## src/rtl/main_pkg.sv

```systemverilog
// Shared types, frame constants and the NDC-to-screen mapping for the graphics front end.
package main_pkg;

    localparam int WORD_W         = 16;
    localparam int FRAC           = 12;
    localparam int NUM_VERTS      = 4;
    localparam int NUM_LINES      = 4;
    localparam int SCREEN_W       = 320;
    localparam int SCREEN_H       = 240;
    localparam int VERT_WORDS     = 4 * NUM_VERTS;
    localparam int IDX_WORDS      = 2 * NUM_LINES;
    localparam int FRAME_WORDS    = VERT_WORDS + IDX_WORDS;
    localparam int READBACK_WORDS = 2 * NUM_VERTS;

    typedef logic signed [WORD_W-1:0] fixed_t;

    localparam fixed_t ONE_Q = 16'sh1000;

    typedef struct packed {
        fixed_t x;
        fixed_t y;
        fixed_t z;
        fixed_t w;
    } vertex_t;

    typedef logic [8:0] sx_t;
    typedef logic [7:0] sy_t;

    typedef enum logic {
        XF_IDLE,
        XF_RUN
    } xf_state_e;

    // Shifted sum in [0, 2.0] Q4.12 scaled to half a screen dimension.
    function automatic logic signed [25:0] scale_q(input logic signed [16:0] sum, input int half);
        logic signed [25:0] prod;
        prod = $signed({{9{sum[16]}}, sum}) * $signed(26'(half));
        return prod >>> FRAC;
    endfunction

    function automatic sx_t to_sx(input fixed_t x);
        logic signed [16:0] sum;
        logic signed [25:0] s;
        sum = {x[15], x} + {ONE_Q[15], ONE_Q};
        s   = scale_q(sum, SCREEN_W / 2);
        if (s < 26'sd0)
            return '0;
        else if (s > 26'(SCREEN_W - 1))
            return sx_t'(SCREEN_W - 1);
        else
            return sx_t'(s);
    endfunction

    // Screen y grows downward, so NDC y is flipped.
    function automatic sy_t to_sy(input fixed_t y);
        logic signed [16:0] sum;
        logic signed [25:0] s;
        sum = {ONE_Q[15], ONE_Q} - {y[15], y};
        s   = scale_q(sum, SCREEN_H / 2);
        if (s < 26'sd0)
            return '0;
        else if (s > 26'(SCREEN_H - 1))
            return sy_t'(SCREEN_H - 1);
        else
            return sy_t'(s);
    endfunction

endpackage

```

## src/rtl/main_if.sv

```systemverilog
// SPI pin bundle between an SPI master and the graphics front end.
interface main_if;
    logic sclk;
    logic cs;
    logic mosi;
    logic miso;

    modport master (output sclk, output cs, output mosi, input miso);
    modport slave  (input sclk, input cs, input mosi, output miso);
endinterface

```

## src/rtl/main_spi_slave_word.sv

```systemverilog
// Mode-0 SPI slave: pin synchronisers, edge detection, 16-bit word shift-in and shift-out.
module spi_slave_word
    import main_pkg::*;
(
    input  logic              clk_i,
    input  logic              rst_ni,
    main_if.slave             spi,
    input  logic [WORD_W-1:0] tx_word_i,
    output logic              word_valid_o,
    output logic [WORD_W-1:0] word_o,
    output logic              cs_fall_o,
    output logic              cs_rise_o
);

    // Stages [1:0] synchronise, stage [2] holds the previous value for edge detection.
    logic [2:0]        sclk_q;
    logic [2:0]        cs_q;
    logic [1:0]        mosi_q;
    logic [3:0]        bit_cnt_q, bit_cnt_d;
    logic [WORD_W-2:0] rx_q, rx_d;
    logic [WORD_W-1:0] tx_q, tx_d;
    logic              miso_q, miso_d;

    logic sclk_rise, sclk_fall, cs_active;

    assign sclk_rise = sclk_q[1] & ~sclk_q[2];
    assign sclk_fall = ~sclk_q[1] & sclk_q[2];
    assign cs_fall_o = ~cs_q[1] & cs_q[2];
    assign cs_rise_o = cs_q[1] & ~cs_q[2];
    assign cs_active = ~cs_q[1];

    assign word_valid_o = sclk_rise & cs_active & (bit_cnt_q == 4'd15);
    assign word_o       = {rx_q, mosi_q[1]};
    assign spi.miso     = miso_q;

    always_comb begin
        bit_cnt_d = bit_cnt_q;
        rx_d      = rx_q;
        tx_d      = tx_q;
        miso_d    = miso_q;
        if (cs_fall_o) begin
            bit_cnt_d = '0;
            miso_d    = tx_word_i[WORD_W-1];
            tx_d      = {tx_word_i[WORD_W-2:0], 1'b0};
        end else if (cs_rise_o) begin
            miso_d = 1'b0;
        end else if (cs_active) begin
            if (sclk_rise) begin
                rx_d      = {rx_q[WORD_W-3:0], mosi_q[1]};
                bit_cnt_d = bit_cnt_q + 4'd1;
                // Next word is staged here; its MSB goes out on the following falling edge.
                if (bit_cnt_q == 4'd15)
                    tx_d = tx_word_i;
            end else if (sclk_fall) begin
                miso_d = tx_q[WORD_W-1];
                tx_d   = {tx_q[WORD_W-2:0], 1'b0};
            end
        end
    end

    always_ff @(posedge clk_i or negedge rst_ni) begin
        if (!rst_ni) begin
            sclk_q    <= '0;
            cs_q      <= '0;
            mosi_q    <= '0;
            bit_cnt_q <= '0;
            rx_q      <= '0;
            tx_q      <= '0;
            miso_q    <= 1'b0;
        end else begin
            sclk_q    <= {sclk_q[1:0], spi.sclk};
            cs_q      <= {cs_q[1:0], spi.cs};
            mosi_q    <= {mosi_q[0], spi.mosi};
            bit_cnt_q <= bit_cnt_d;
            rx_q      <= rx_d;
            tx_q      <= tx_d;
            miso_q    <= miso_d;
        end
    end

endmodule

```

## src/rtl/main.sv

```systemverilog
// Graphics front end top: SPI frame store, vertex-to-screen transform sequencer, LED and clear button.
module main
    import main_pkg::*;
(
    input  logic       clock,
    input  logic       io_aresetn,
    input  logic       reset,
    input  logic [3:0] io_btn,
    output logic       io_led,
    input  logic       io_spi_sclk,
    input  logic       io_spi_cs,
    input  logic       io_spi_mosi,
    output logic       io_spi_miso
);

    main_if spi_bus ();

    assign spi_bus.sclk = io_spi_sclk;
    assign spi_bus.cs   = io_spi_cs;
    assign spi_bus.mosi = io_spi_mosi;
    assign io_spi_miso  = spi_bus.miso;

    logic              word_valid, cs_fall, cs_rise;
    logic [WORD_W-1:0] word, tx_word;

    spi_slave_word u_spi (
        .clk_i        (clock),
        .rst_ni       (io_aresetn),
        .spi          (spi_bus.slave),
        .tx_word_i    (tx_word),
        .word_valid_o (word_valid),
        .word_o       (word),
        .cs_fall_o    (cs_fall),
        .cs_rise_o    (cs_rise)
    );

    logic [3:0]        btn_s1_q, btn_s2_q;
    logic [4:0]        word_cnt_q, word_cnt_d;
    vertex_t           verts_q [NUM_VERTS];
    logic [WORD_W-1:0] idx_q [IDX_WORDS];
    sx_t               sx_q [NUM_VERTS];
    sy_t               sy_q [NUM_VERTS];
    logic              frame_valid_q, frame_valid_d;
    xf_state_e         state_q, state_d;
    logic [1:0]        vcnt_q, vcnt_d;
    logic              xf_start, xf_we, xf_done, clr, word_store;
    logic [IDX_WORDS-1:0] idx_ok;
    logic [NUM_VERTS-1:0] unused_zw;
    logic [5:0]        rb_idx;
    logic              unused_ok;

    genvar gi;
    generate
        for (gi = 0; gi < IDX_WORDS; gi++) begin : g_idx_ok
            assign idx_ok[gi] = idx_q[gi] < 16'(NUM_VERTS);
        end
        for (gi = 0; gi < NUM_VERTS; gi++) begin : g_zw
            assign unused_zw[gi] = ^{verts_q[gi].z, verts_q[gi].w};
        end
    endgenerate

    assign unused_ok  = ^{reset, btn_s2_q[3:1], unused_zw};
    assign clr        = btn_s2_q[0];
    assign word_store = word_valid && (word_cnt_q < 5'(FRAME_WORDS));
    assign xf_start   = cs_rise && (word_cnt_q == 5'(FRAME_WORDS)) && (&idx_ok);
    assign io_led     = frame_valid_q;

    // Readback word for the next slot: slot 0 on cs fall, otherwise the word after the current one.
    always_comb begin
        rb_idx  = cs_fall ? 6'd0 : ({1'b0, word_cnt_q} + 6'd1);
        tx_word = '0;
        if (rb_idx < 6'(READBACK_WORDS))
            tx_word = rb_idx[0] ? {8'b0, sy_q[rb_idx[2:1]]} : {7'b0, sx_q[rb_idx[2:1]]};
    end

    always_comb begin
        word_cnt_d = word_cnt_q;
        if (cs_fall)
            word_cnt_d = '0;
        else if (word_store)
            word_cnt_d = word_cnt_q + 5'd1;
    end

    always_comb begin
        state_d       = state_q;
        vcnt_d        = vcnt_q;
        xf_we         = 1'b0;
        xf_done       = 1'b0;
        frame_valid_d = frame_valid_q;
        case (state_q)
            XF_IDLE: begin
                if (xf_start) begin
                    state_d = XF_RUN;
                    vcnt_d  = '0;
                end
            end
            XF_RUN: begin
                xf_we  = 1'b1;
                vcnt_d = vcnt_q + 2'd1;
                if (vcnt_q == 2'(NUM_VERTS - 1)) begin
                    xf_done = 1'b1;
                    state_d = XF_IDLE;
                end
            end
            default: state_d = XF_IDLE;
        endcase
        if (cs_rise && !xf_start)
            frame_valid_d = 1'b0;
        if (xf_done)
            frame_valid_d = 1'b1;
        // Clear has the last word, even over a completing transform.
        if (clr)
            frame_valid_d = 1'b0;
    end

    always_ff @(posedge clock or negedge io_aresetn) begin
        if (!io_aresetn) begin
            btn_s1_q      <= '0;
            btn_s2_q      <= '0;
            word_cnt_q    <= '0;
            frame_valid_q <= 1'b0;
            state_q       <= XF_IDLE;
            vcnt_q        <= '0;
            for (int i = 0; i < NUM_VERTS; i++) begin
                verts_q[i] <= '0;
                sx_q[i]    <= '0;
                sy_q[i]    <= '0;
            end
            for (int i = 0; i < IDX_WORDS; i++)
                idx_q[i] <= '0;
        end else begin
            btn_s1_q      <= io_btn;
            btn_s2_q      <= btn_s1_q;
            word_cnt_q    <= word_cnt_d;
            frame_valid_q <= frame_valid_d;
            state_q       <= state_d;
            vcnt_q        <= vcnt_d;
            if (word_store) begin
                if (word_cnt_q < 5'(VERT_WORDS)) begin
                    case (word_cnt_q[1:0])
                        2'd0:    verts_q[word_cnt_q[3:2]].x <= word;
                        2'd1:    verts_q[word_cnt_q[3:2]].y <= word;
                        2'd2:    verts_q[word_cnt_q[3:2]].z <= word;
                        default: verts_q[word_cnt_q[3:2]].w <= word;
                    endcase
                end else begin
                    idx_q[word_cnt_q[2:0]] <= word;
                end
            end
            if (xf_we) begin
                sx_q[vcnt_q] <= to_sx(verts_q[vcnt_q].x);
                sy_q[vcnt_q] <= to_sy(verts_q[vcnt_q].y);
            end
        end
    end

endmodule

```

## config.mk

```make
export PLATFORM = sky130hd
export DESIGN_NAME = main
export DESIGN_NICKNAME = d
export VERILOG_FILES = /design/src/rtl/main_pkg.sv /design/src/rtl/main_if.sv /design/src/rtl/main_spi_slave_word.sv /design/src/rtl/main.sv
export SDC_FILE = /design/constraint.sdc
export NUM_CORES = 1
export LEC_CHECK = 0
export BUFFER_PORTS_ARGS = -buffer_cell sky130_fd_sc_hd__buf_2
export CAP_MARGIN = 20
export CELL_PAD_IN_SITES_DETAIL_PLACEMENT = 1
export CELL_PAD_IN_SITES_GLOBAL_PLACEMENT = 1
export CORE_UTILIZATION = 45
export DETAILED_ROUTE_END_ITERATION = 7
export PLACE_DENSITY_LB_ADDON = 0.1
export SLEW_MARGIN = 15
export SYNTH_ARGS = -nofsm -noshare
export SYNTH_HDL_FRONTEND = slang
export SYNTH_SLANG_ARGS = --single-unit
```

## constraint.sdc

```tcl
create_clock -name clock -period 5.84 [get_ports clock]
set_clock_uncertainty 0.05 [all_clocks]
set_input_delay 0.584 -clock clock [delete_from_list [all_inputs] [get_ports clock]]
set_output_delay 0.584 -clock clock [all_outputs]
set_load 0.01 [all_outputs]
```

* Word-level counts from Yosys, hierarchy flattened
Index checks and enable logic that the tools add are counted.
Word-level totals: bits in registers 507, input port bits 10, output and inout bits 2
Operators by class: bitwise logic cells 18, add/subtract/negate cells 6, eq/ne operators 11, reduce and logical (&&, ||, !) cells 21, $mul 2, $lt $le $gt $ge 22, multiplexer cells 68
Operator list (count):
- $bwmux 256 | 4
- $pmux 256 s3 | 1
- $demux 64 s2 | 4
- $mux 64 | 3
- $bmux 64 s2 | 1
- $bwmux 128 | 1
- $lt 16x3->1 const B | 8
- $mux 16 | 8
- $mux 9 | 8
- $demux 16 s3 | 1
- $mux 48 | 1
- $mux 8 | 6
- $bwmux 36 | 1
- $bwmux 32 | 1
- $mux 32 | 1
- $mul 17x5->22 const B | 1
- $mul 17x4->21 const B | 1
- $bmux 9 s2 | 1
- $demux 9 s2 | 1
- $add 16x14->17 const B | 1
- $sub 14x16->17 const A | 1
- $bmux 8 s2 | 1
- $demux 8 s2 | 1
- $mux 4 | 4
- other kinds (39) | 87

* Longest topological paths before layout
Gate-level depths: netlist of the first run.
depth after elaboration 14, gate-level depth with buffers 28, mapped depth without buffers 23

* Cells and area by module
Synthesis of the first run repeated with hierarchy kept, for this count alone.
Second synthesis, totals: cell total of the unflattened synthesis 1537, area total of the unflattened synthesis 18808.0 µm²
Modules (own cells, without submodules):
- main | seq. area each 7982.7 µm², instances 1, cells each 1369, area an instance 16681.0 µm²
- spi_slave_word | seq. area each 1101.1 µm², instances 1, cells each 168, area an instance 2127.0 µm²

* Worst setup path before layout of the first run
Ideal clock, no wire load.
kind register -> register, start point reg vcnt_q[0], end point reg sy_q[10] (netlist bit), path slack -0.556 ns, period minus slack after synthesis 6.396 ns, buffers on the path 2, cell stages (with the launch flop) 25, data arrival time 6.246 ns, path through dfrtp_1 buf_6 buf_8 mux4_2 inv_1 ha_1 nor3b_2 nand2_1 nor3_1 nand2_1 xnor2_1 ha_1 ha_1 xor2_1 ha_1 xor2_1 ha_1 nand4_1 nor2_1 a211o_1 a221o_1 a41oi_4 xor2_4 nor2_2 a311oi_1
On the way: word-level cells in the longest chain between the ends 11
RTL lines:
- start: declaration | RTL line main.sv:45 | logic [1:0] vcnt_q, vcnt_d;
- start signal: assignment | RTL line main.sv:137 | vcnt_q <= vcnt_d;
- $not 2->3 (implied by the code) (*) | RTL line main.sv:152 | sy_q[vcnt_q] <= to_sy(verts_q[vcnt_q].y);
- $bmux 64 s2 | RTL line main.sv:152
- $mux 64 (implied by the code) (2 in series) | RTL line main.sv:152
- $sub 14x16->17 | RTL line main_pkg.sv:58 | sum = {ONE_Q[15], ONE_Q} - {y[15], y};
- $mul 17x5->22 | RTL line main_pkg.sv:37 | prod = $signed({{9{sum[16]}}, sum}) * $signed(26'(half));
- $gt 13x9->1 | RTL line main_pkg.sv:62 | else if (s > 26'(SCREEN_H - 1))
- $mux 8 | RTL line main_pkg.sv:62
- $mux 8 | RTL line main_pkg.sv:60 | if (s < 26'sd0)
- $mux 8 | RTL line main.sv:150 | if (xf_we) begin
- $bwmux 32 (*) | RTL line main.sv:152
- end signal: indexed assignment | RTL line main.sv:152
- end: declaration | RTL line main.sv:42 | sy_t sy_q [NUM_VERTS];
Every way passes the cells marked *; elsewhere a longest branch is shown, timed or not. The select of a mux whose other input is x is not followed. A chain may end at the register's enable or synchronous reset.

* Worst setup path after layout of the first run
start point reg vcnt_q[0], end point reg sy_q[25] (netlist bit)
The elaborated chain is that of the path after synthesis.

==> out/qor.yml, run 1 <==
worst_setup_path:
  cp-startpoint: "vcnt_q[0]$_DFFE_PN0P_"
  cp_max_fo: 7
  r2r_start: "vcnt_q[0]$_DFFE_PN0P_"
  slowest_delay_ns: 0.54
  path_delay_family: "adder cells"
  r2r_cells: 25
  crit_end: "sy_q[25]$_DFFE_PN0P_"
  ff2ff_setup_slack_ns: 0.05
  crit_cells: 25
  critPathCaptureType: "register"
  worstPathRequired_ns: 6.16
  crit_arrival_ns: 6.11
  slowest_stage: "mux4_2"
  critical_path_buf_inv_count: 9
  rr_endpoint: "sy_q[25]$_DFFE_PN0P_"
  critPathLaunchType: "register"
  cpMostUsedCell: "inv_2"
  path_class: "reg -> reg"
timing:
  finalSetupViolCount: 0
  final-hold-violation-count: 10
  hold_ws_ns: -0.02164
  min_period_ns: 5.788
  tightest_slew_ns: 1.134
  timing.slew.headroom_pct: 24.42
  fmax_mhz: 172.8
  drv_slew: 0
  rsz0062_at_grt: "yes"
  period_share_pct: 99.12
cts:
  ctsLongestPathBuffers: 3
  clk_pin_slew_ns: 0.06
  htreeDepth: 2
  clk_latency_ns: 0.57
  cts_tree: "done"
  cts_buffers: 41
  clock-root-buffer: "clkbuf_16"
  cts_sinks: 363
  ctsHoldBuffers: 0
global_route:
  antenna_found_initial: 2
  grt_max_degree: 121
  grt_pass1_wl_um: 80040
  grt_usage_pct: 23.48
  grt_pass1_vias: 14092
  gr-total-overflow: 0
synthesis:
  synthTopCellsByArea: "dfrtp_1 (48%), mux2_2 (8.2%), a22o_1 (6.4%)"
  yosysTopAreaCell: "dfrtp_1"
  synth_most_common_cell: "dfrtp_1"
  yosysWarnings: 0
  seq_area_frac_synth_pct: 47.92
  synth_top_area_share_pct: 47.92
  yosys-top-cells-count: "dfrtp_1 (363), a22o_1 (139), mux2_2 (138)"
  syn_nets: 1700
  yosys.cell_types.count: 76
  syn_area_um2: 18960
  synthCells: 1580
  yosys_most_used_dff: "dfrtp_1"
  syn_avg_cell_area_um2: 12.00
  synth_edf_count: 0
  async_reset_ff_share_pct: 100.0
  ys_seq_elements: 363
drt:
  wire_per_inst_um: 22.42
  route.detailed.drc: 0
  antenna_left: 0
  first_iter_violations: 624
  vias: 13016
  first_pass_iters: 7
  vias_per_cell: 5.892
  wl_um: 49540
power_and_ir_drop:
  combPwrFrac_pct: 2.1
  p_int_mw: 4.267
  ir_drop_v: 0.0001984
  powerDensity_nw_per_um2: 246.3
  swShare_pct: 22.91
  p_switching_mw: 1.268
  seqPwrFrac_pct: 48.1
  power.leakage_nw: 10.79
  power_frac_clock_pct: 49.8
die:
  start_util_pct: 46.01
  core_um2: 41200
  dieArea_um2: 42950
  die_y_um: 207.2
  rows: 74
  io-pin-count: 12
  chipWidth_um: 207.2
finish:
  diodes: 0
  multi_input_area_um2: 9906
  fill_cells: 4126
  register_area_um2: 9085
  drive_above_1_share_pct: 29.70
  syn_to_final_growth_pct: 18.55
  final_cells: 2209
  fin_nets: 1764
flow_run:
  max_cap_viol_count: 0
worst_hold_path:
  hold_class: "in -> async"
placed_design:
  hpwl_um: 32020
  post-place-cells: 2109
  gp_congestion: 0.7847
  io_buffers: 7
status:
  outcome: "finished with violations"
  failed_checks: "hold timing"
==> cells by family after synthesis <==
family                   Yosys count  synth area share (%)
AO/OA/AOI/OAI                    357                 14.36
XOR/XNOR                          74                 3.518
adder cells (fa/ha/maj)          110                 7.815
buffers and inverters            168                 3.538
flip-flops                       363                 47.92
multiplexers                     196                 14.50
AND/OR/NAND/NOR                  312                 8.350
==> flip-flops by register name, indices dropped and copies added, names as in the netlist, 2 cells and up <==
signal           cells
word_cnt_q           5
u_spi.cs_q           3
u_spi.rx_q          15
sy_q                32
verts_q            128
idx_q              112
sx_q                36
u_spi.bit_cnt_q      4
vcnt_q               2
u_spi.mosi_q         2
u_spi.tx_q          16
u_spi.sclk_q         3
==> power groups by stage <==
stage,sequential (mW),clock [mW],combinational [mW]
2_1_floorplan,2.60,0,0.104
3_3_place_gp,2.71,0,0.113
3_5_place_dp,2.71,0,0.118
4_1_cts,2.66,2.83,0.118
5_1_grt,2.67,2.90,0.133
6_report,2.66,2.76,0.116
==> layout make-up <==
cell class | instances | area share, %
inverters | 62 | 1.041
clock inverters | 14 | 1.024
well taps | 532 | 2.962
repair buffers | 127 | 4.966
multi-input cells | 1049 | 44.08
flip-flops and latches | 363 | 40.43
clock buffers | 62 | 5.501
==> repair_timing <==
item | 4_1_cts | 5_1_grt
resized for setup | 21 | 57
setup endpoints to repair | 32 | 32
pin swaps | 21 | 34
endpoints found under the hold margin | 0 | 0
setup buffers | 8 | 11
gates cloned | 1 | 2
==> metal layers <==
| layer | wire (um) | part of all wire, % | vias up | track usage [%] |
|---|---|---|---|---|
| li1 | - | - | 5970 | - |
| met1 | 22880 | 46 | 6823 | 31.89 |
| met2 | 24470 | 49 | 163 | 39.97 |
| met3 | 1242 | 2.5 | 60 | 2.617 |
| met4 | 947 | 1.9 | 0 | 6.485 |
| met5 | 0 | 0 | - | 0 |
==> worst min-delay path by stage <==
stage	start	to	cells after the start	slack (ns)
after global routing	io_aresetn	sy_q[2]$_DFFE_PN0P_	1	0.03
after global placement	btn_s1_q[0]$_DFF_PN0_	btn_s2_q[0]$_DFF_PN0_	0	0.28
after floorplan	io_aresetn	btn_s1_q[0]$_DFF_PN0_	0	0.24
after detailed placement	btn_s1_q[0]$_DFF_PN0_	btn_s2_q[0]$_DFF_PN0_	0	0.29
final	io_aresetn	sy_q[26]$_DFFE_PN0P_	1	-0.02
after CTS	io_aresetn	sy_q[6]$_DFFE_PN0P_	1	0.009
==> placed cells by master (no fill, tap or decap), types with 18 or more instances in the layout <==
| master | synthesis | layout |
|---|---|---|
| a21o_1 | 19 | 19 |
| a21oi_1 | 50 | 45 |
| a22o_1 | 139 | 139 |
| a31oi_1 | 20 | 18 |
| buf_4 | 2 | 103 |
| clkbuf_16 | 0 | 44 |
| dfrtp_1 | 363 | 362 |
| ha_1 | 96 | 77 |
| inv_1 | 61 | 55 |
| mux2_2 | 138 | 135 |
| mux4_2 | 49 | 49 |
| nand2_1 | 58 | 53 |
| nor2_1 | 109 | 105 |
| nor4_1 | 29 | 29 |
| o21ai_0 | 28 | 23 |
| xnor2_1 | 44 | 30 |
| xor2_1 | 29 | 23 |
==> worst register-to-register path, stage by stage (launching register included) <==
cell	delay, ns
dfrtp_2	0.43
buf_12	0.14
mux4_2	0.54
buf_6	0.15
nor4_4	0.29
buf_4	0.16
nand4b_1	0.12
o21ai_1	0.16
buf_4	0.16
xnor2_2	0.06
ha_1	0.30
fa_1	0.50
inv_2	0.04
fa_1	0.54
inv_2	0.05
ha_4	0.22
inv_2	0.06
o21ai_2	0.06
a211o_1	0.31
a221o_1	0.42
buf_6	0.15
nor2_4	0.07
o2bb2ai_2	0.11
and2_4	0.24
clkbuf_16	0.18
a311oi_1	0.08
==> metrics by stage <==
stage                     TNS, ns  setup WS [ns]  total power [mW]  instance area, um^2  utilization, %
after floorplan           -0.6572       -0.02947             2.700                19210               -
after global placement    -0.1497       -0.01580             2.822                20270           49.19
after detailed placement   -3.432        -0.1987             2.827                20290           49.24
after CTS                       0       0.003511             5.610                21990           53.38
after global routing       -3.764        -0.1559             5.707                22470           54.54
final                           0        0.05151             5.535                22470           54.54
Note: power is estimated with default switching activity, not from simulation.
==> inputs of run 2 (changes only) <==
--- a/config.mk
+++ b/config.mk
@@ -10,6 +10,7 @@
 export CELL_PAD_IN_SITES_DETAIL_PLACEMENT = 1
 export CELL_PAD_IN_SITES_GLOBAL_PLACEMENT = 1
 export CORE_UTILIZATION = 45
+export CTS_BUF_LIST = sky130_fd_sc_hd__clkbuf_4
 export DETAILED_ROUTE_END_ITERATION = 7
 export PLACE_DENSITY_LB_ADDON = 0.1
 export SLEW_MARGIN = 15
==> run 2 against run 1 <==
The run ends with setup timing left. Worst setup slack worse by 0.075 ns. Critical path depth stayed put. Total power is 8.3% lower. Non-clock buffer count is 18 higher. Cell area is 0.15% lower. Register-to-register slack worse by 0.07 ns. Wire length is 0.97% higher. Critical path type unchanged. Critical endpoint is now sy_q[30]$_DFFE_PN0P_. Largest cell class unchanged. Highest routed layer unchanged.
==> out/qor.yml, run 2 (same netlist as run 1, synthesis figures left out) <==
die:
  io-pin-count: 12  # unchanged
  start_util_pct: 46.01  # unchanged
  chipWidth_um: 207.2  # unchanged
  dieArea_um2: 42950  # unchanged
  rows: 74  # unchanged
  die_y_um: 207.2  # unchanged
  core_um2: 41200  # unchanged
timing:
  final-hold-violation-count: 0  # -10
  fmax_mhz: 170.6  # -1.3%
  drv_slew: 0  # unchanged
  rsz0062_at_grt: "yes"
  timing.slew.headroom_pct: 25.44  # +1.0 points
  timing.final.ws_setup_ns: -0.02314  # -0.07464 ns
  tightest_slew_ns: 1.108  # -0.02546 ns
  finalSetupViolCount: 10  # +10
  min_period_ns: 5.863  # +0.07464 ns
  period_share_pct: 100.4  # +1.3 points
global_route:
  grt_pass1_vias: 14646  # +3.9%
  grt_pass1_wl_um: 80540  # +0.63%
  grt_max_degree: 121  # unchanged
  gr-total-overflow: 0  # unchanged
  grt-busiest-layer: "met2"
  met2_usage_pct: 38.70  # -1.3 points
  grtUsageMet1_pct: 31.67  # -0.22 points
  antenna_found_initial: 3  # +1
  grt_usage_pct: 23.70  # +0.22 points
  use_met3_pct: 4.554  # +1.9 points
drt:
  vias_per_cell: 5.816  # -1.3%
  wire_per_inst_um: 21.48  # -4.2%
  first_iter_violations: 681  # +9.1%
  wl_um: 50020  # +0.97%
  first_pass_iters: 4  # -3
  route.detailed.drc: 0  # unchanged
  antenna_left: 0  # unchanged
  vias: 13545  # +4.1%
finish:
  syn_to_final_growth_pct: 18.38
  fill_cells: 4234  # +2.6%
  final_cell_mix: "dfrtp_1 (362), clkbuf_4 (144), a22o_1 (139), mux2_2 (138), buf_4 (113)"
  top_regs: "verts_q (128), idx_q (112), sx_q (36)"
  register_area_um2: 9085  # unchanged
  top_register: "verts_q"
  largest_register_ffs: 128  # unchanged
  multi_input_area_um2: 9908  # about the same
  drive_above_1_share_pct: 33.11  # +3.4 points
  fin_nets: 1842  # +4.4%
  layout_commonest_cell: "dfrtp_1"
  stdcell_area_um2: 22440  # -0.15%
  utilization_pct: 54.46  # -0.082 points
power_and_ir_drop:
  p_switching_mw: 1.323  # +4.3%
  swShare_pct: 26.05  # +3.1 points
  power_frac_clock_pct: 45.2  # -4.6 points
  ir_drop_v: 0.0002455  # +24%
  p_int_mw: 3.755  # -12%
  powerDensity_nw_per_um2: 226.3  # -8.1%
  combPwrFrac_pct: 2.3  # +0.2 points
  power.leakage_nw: 10.91  # +1.1%
  seqPwrFrac_pct: 52.5  # +4.4 points
worst_hold_path:
  hold_class: "reg -> reg"
worst_setup_path:
  critical_path_buf_inv_count: 8  # -1
  worstPathRequired_ns: 6.44  # +0.28 ns
  slowest_stage: "mux4_2"
  path_delay_family: "adder cells"
  critPathLaunchType: "register"
  slowest_delay_ns: 0.55  # about the same
  cp_max_fo: 7  # unchanged
  path_class: "reg -> reg"
  critPathCaptureType: "register"
  cpMostUsedCell: "buf_6"
  crit_arrival_ns: 6.46  # +0.35 ns
placed_design:
  gp_congestion: 0.7847  # unchanged
  pre_cts_ws_ns: -0.1987  # unchanged
  hpwl_um: 32020  # unchanged
  io_buffers: 7  # unchanged
  place_area_um2: 20290  # unchanged
cts:
  cts_tree: "done"
  ctsLongestPathBuffers: 3  # unchanged
  clk_pin_slew_ns: 0.07  # about the same
  cts_buffers: 101  # +150%
  htreeDepth: 3  # +1
  clk_latency_ns: 0.89  # +0.32 ns
  cts_sinks: 363  # unchanged
  clock-root-buffer: "clkbuf_4"
status:
  failed_checks: "setup timing"
  outcome: "finished with violations"
flow_run:
  max_cap_viol_count: 0  # unchanged
run 2: cell types whose count changed in the layout (fill, tap and decap cells not counted), moves of 4 or more:
cell           delta
clkbuf_16        -42
dlygate4sd3_1     +5
clkbuf_4        +144
clkbuf_1          -9
clkbuf_8         -11
clkinv_1         +20
xnor2_2           -5
buf_4            +10
bufinv_16         -4
run 2: stage by stage:
stage          setup TNS (ns)  cells  hold slack (ns)  power [mW]
6_report              -0.1143   2329           0.2999       5.077
5_1_grt                -5.689   2329           0.2786       5.315
4_1_cts                     0   2298           0.2651       5.156
3_5_place_dp           -3.432   2109           0.2864       2.827
3_3_place_gp          -0.1497   2107           0.2833       2.822
2_1_floorplan         -0.6572   1580           0.2384       2.700
run 2: final timing paths:
check | start | to | slack (ns) | depth (start not counted)
max | vcnt_q[0]$_DFFE_PN0P_ | sy_q[30]$_DFFE_PN0P_ | -0.02 | 25
min | btn_s1_q[0]$_DFF_PN0_ | btn_s2_q[0]$_DFF_PN0_ | 0.30 | 0
max reg2reg | vcnt_q[0]$_DFFE_PN0P_ | sy_q[30]$_DFFE_PN0P_ | -0.02 | 25
min reg2reg | btn_s1_q[0]$_DFF_PN0_ | btn_s2_q[0]$_DFF_PN0_ | 0.30 | 0
max in group asynchronous | io_aresetn | sx_q[30]$_DFFE_PN0P_ | 3.91 | 3
min in group asynchronous | io_aresetn | sy_q[2]$_DFFE_PN0P_ | 0.33 | 2
run 2: metal layers:
| metal | vias up | share of wire (%) |
|---|---|---|
| met2 | 226 | 49 |
| met1 | 7059 | 46 |
| met5 | - | 0 |
| met4 | 0 | 2.4 |
| met3 | 89 | 3.4 |
| li1 | 6171 | - |
run 2: repair_timing:
| action | 4_1_cts | 5_1_grt |
|---|---|---|
| pin swaps | 17 | 39 |
| hold buffers | 5 | 0 |
| endpoints found under the hold margin | 91 | 0 |
| gates cloned | 1 | 2 |
| resized for setup | 22 | 54 |
| buffers inserted | 8 | 23 |
| setup endpoints to repair | 32 | 32 |
run 2: layout make-up:
class	count	share of cell area [%]
antenna	3	0.03346
clock buffer	144	4.818
clock inverter	31	0.8085
inverter	62	1.043
multi-input combinational	1049	44.16
sequential	363	40.49
tap	532	2.966
timing repair buffer	145	5.688
run 2: power groups by stage:
stage	Combinational [mW]	Clock [mW]	Sequential (mW)
after floorplan	0.104	0	2.60
after global placement	0.113	0	2.71
after detailed placement	0.118	0	2.71
after CTS	0.121	2.37	2.66
after global routing	0.135	2.51	2.67
final	0.118	2.29	2.66
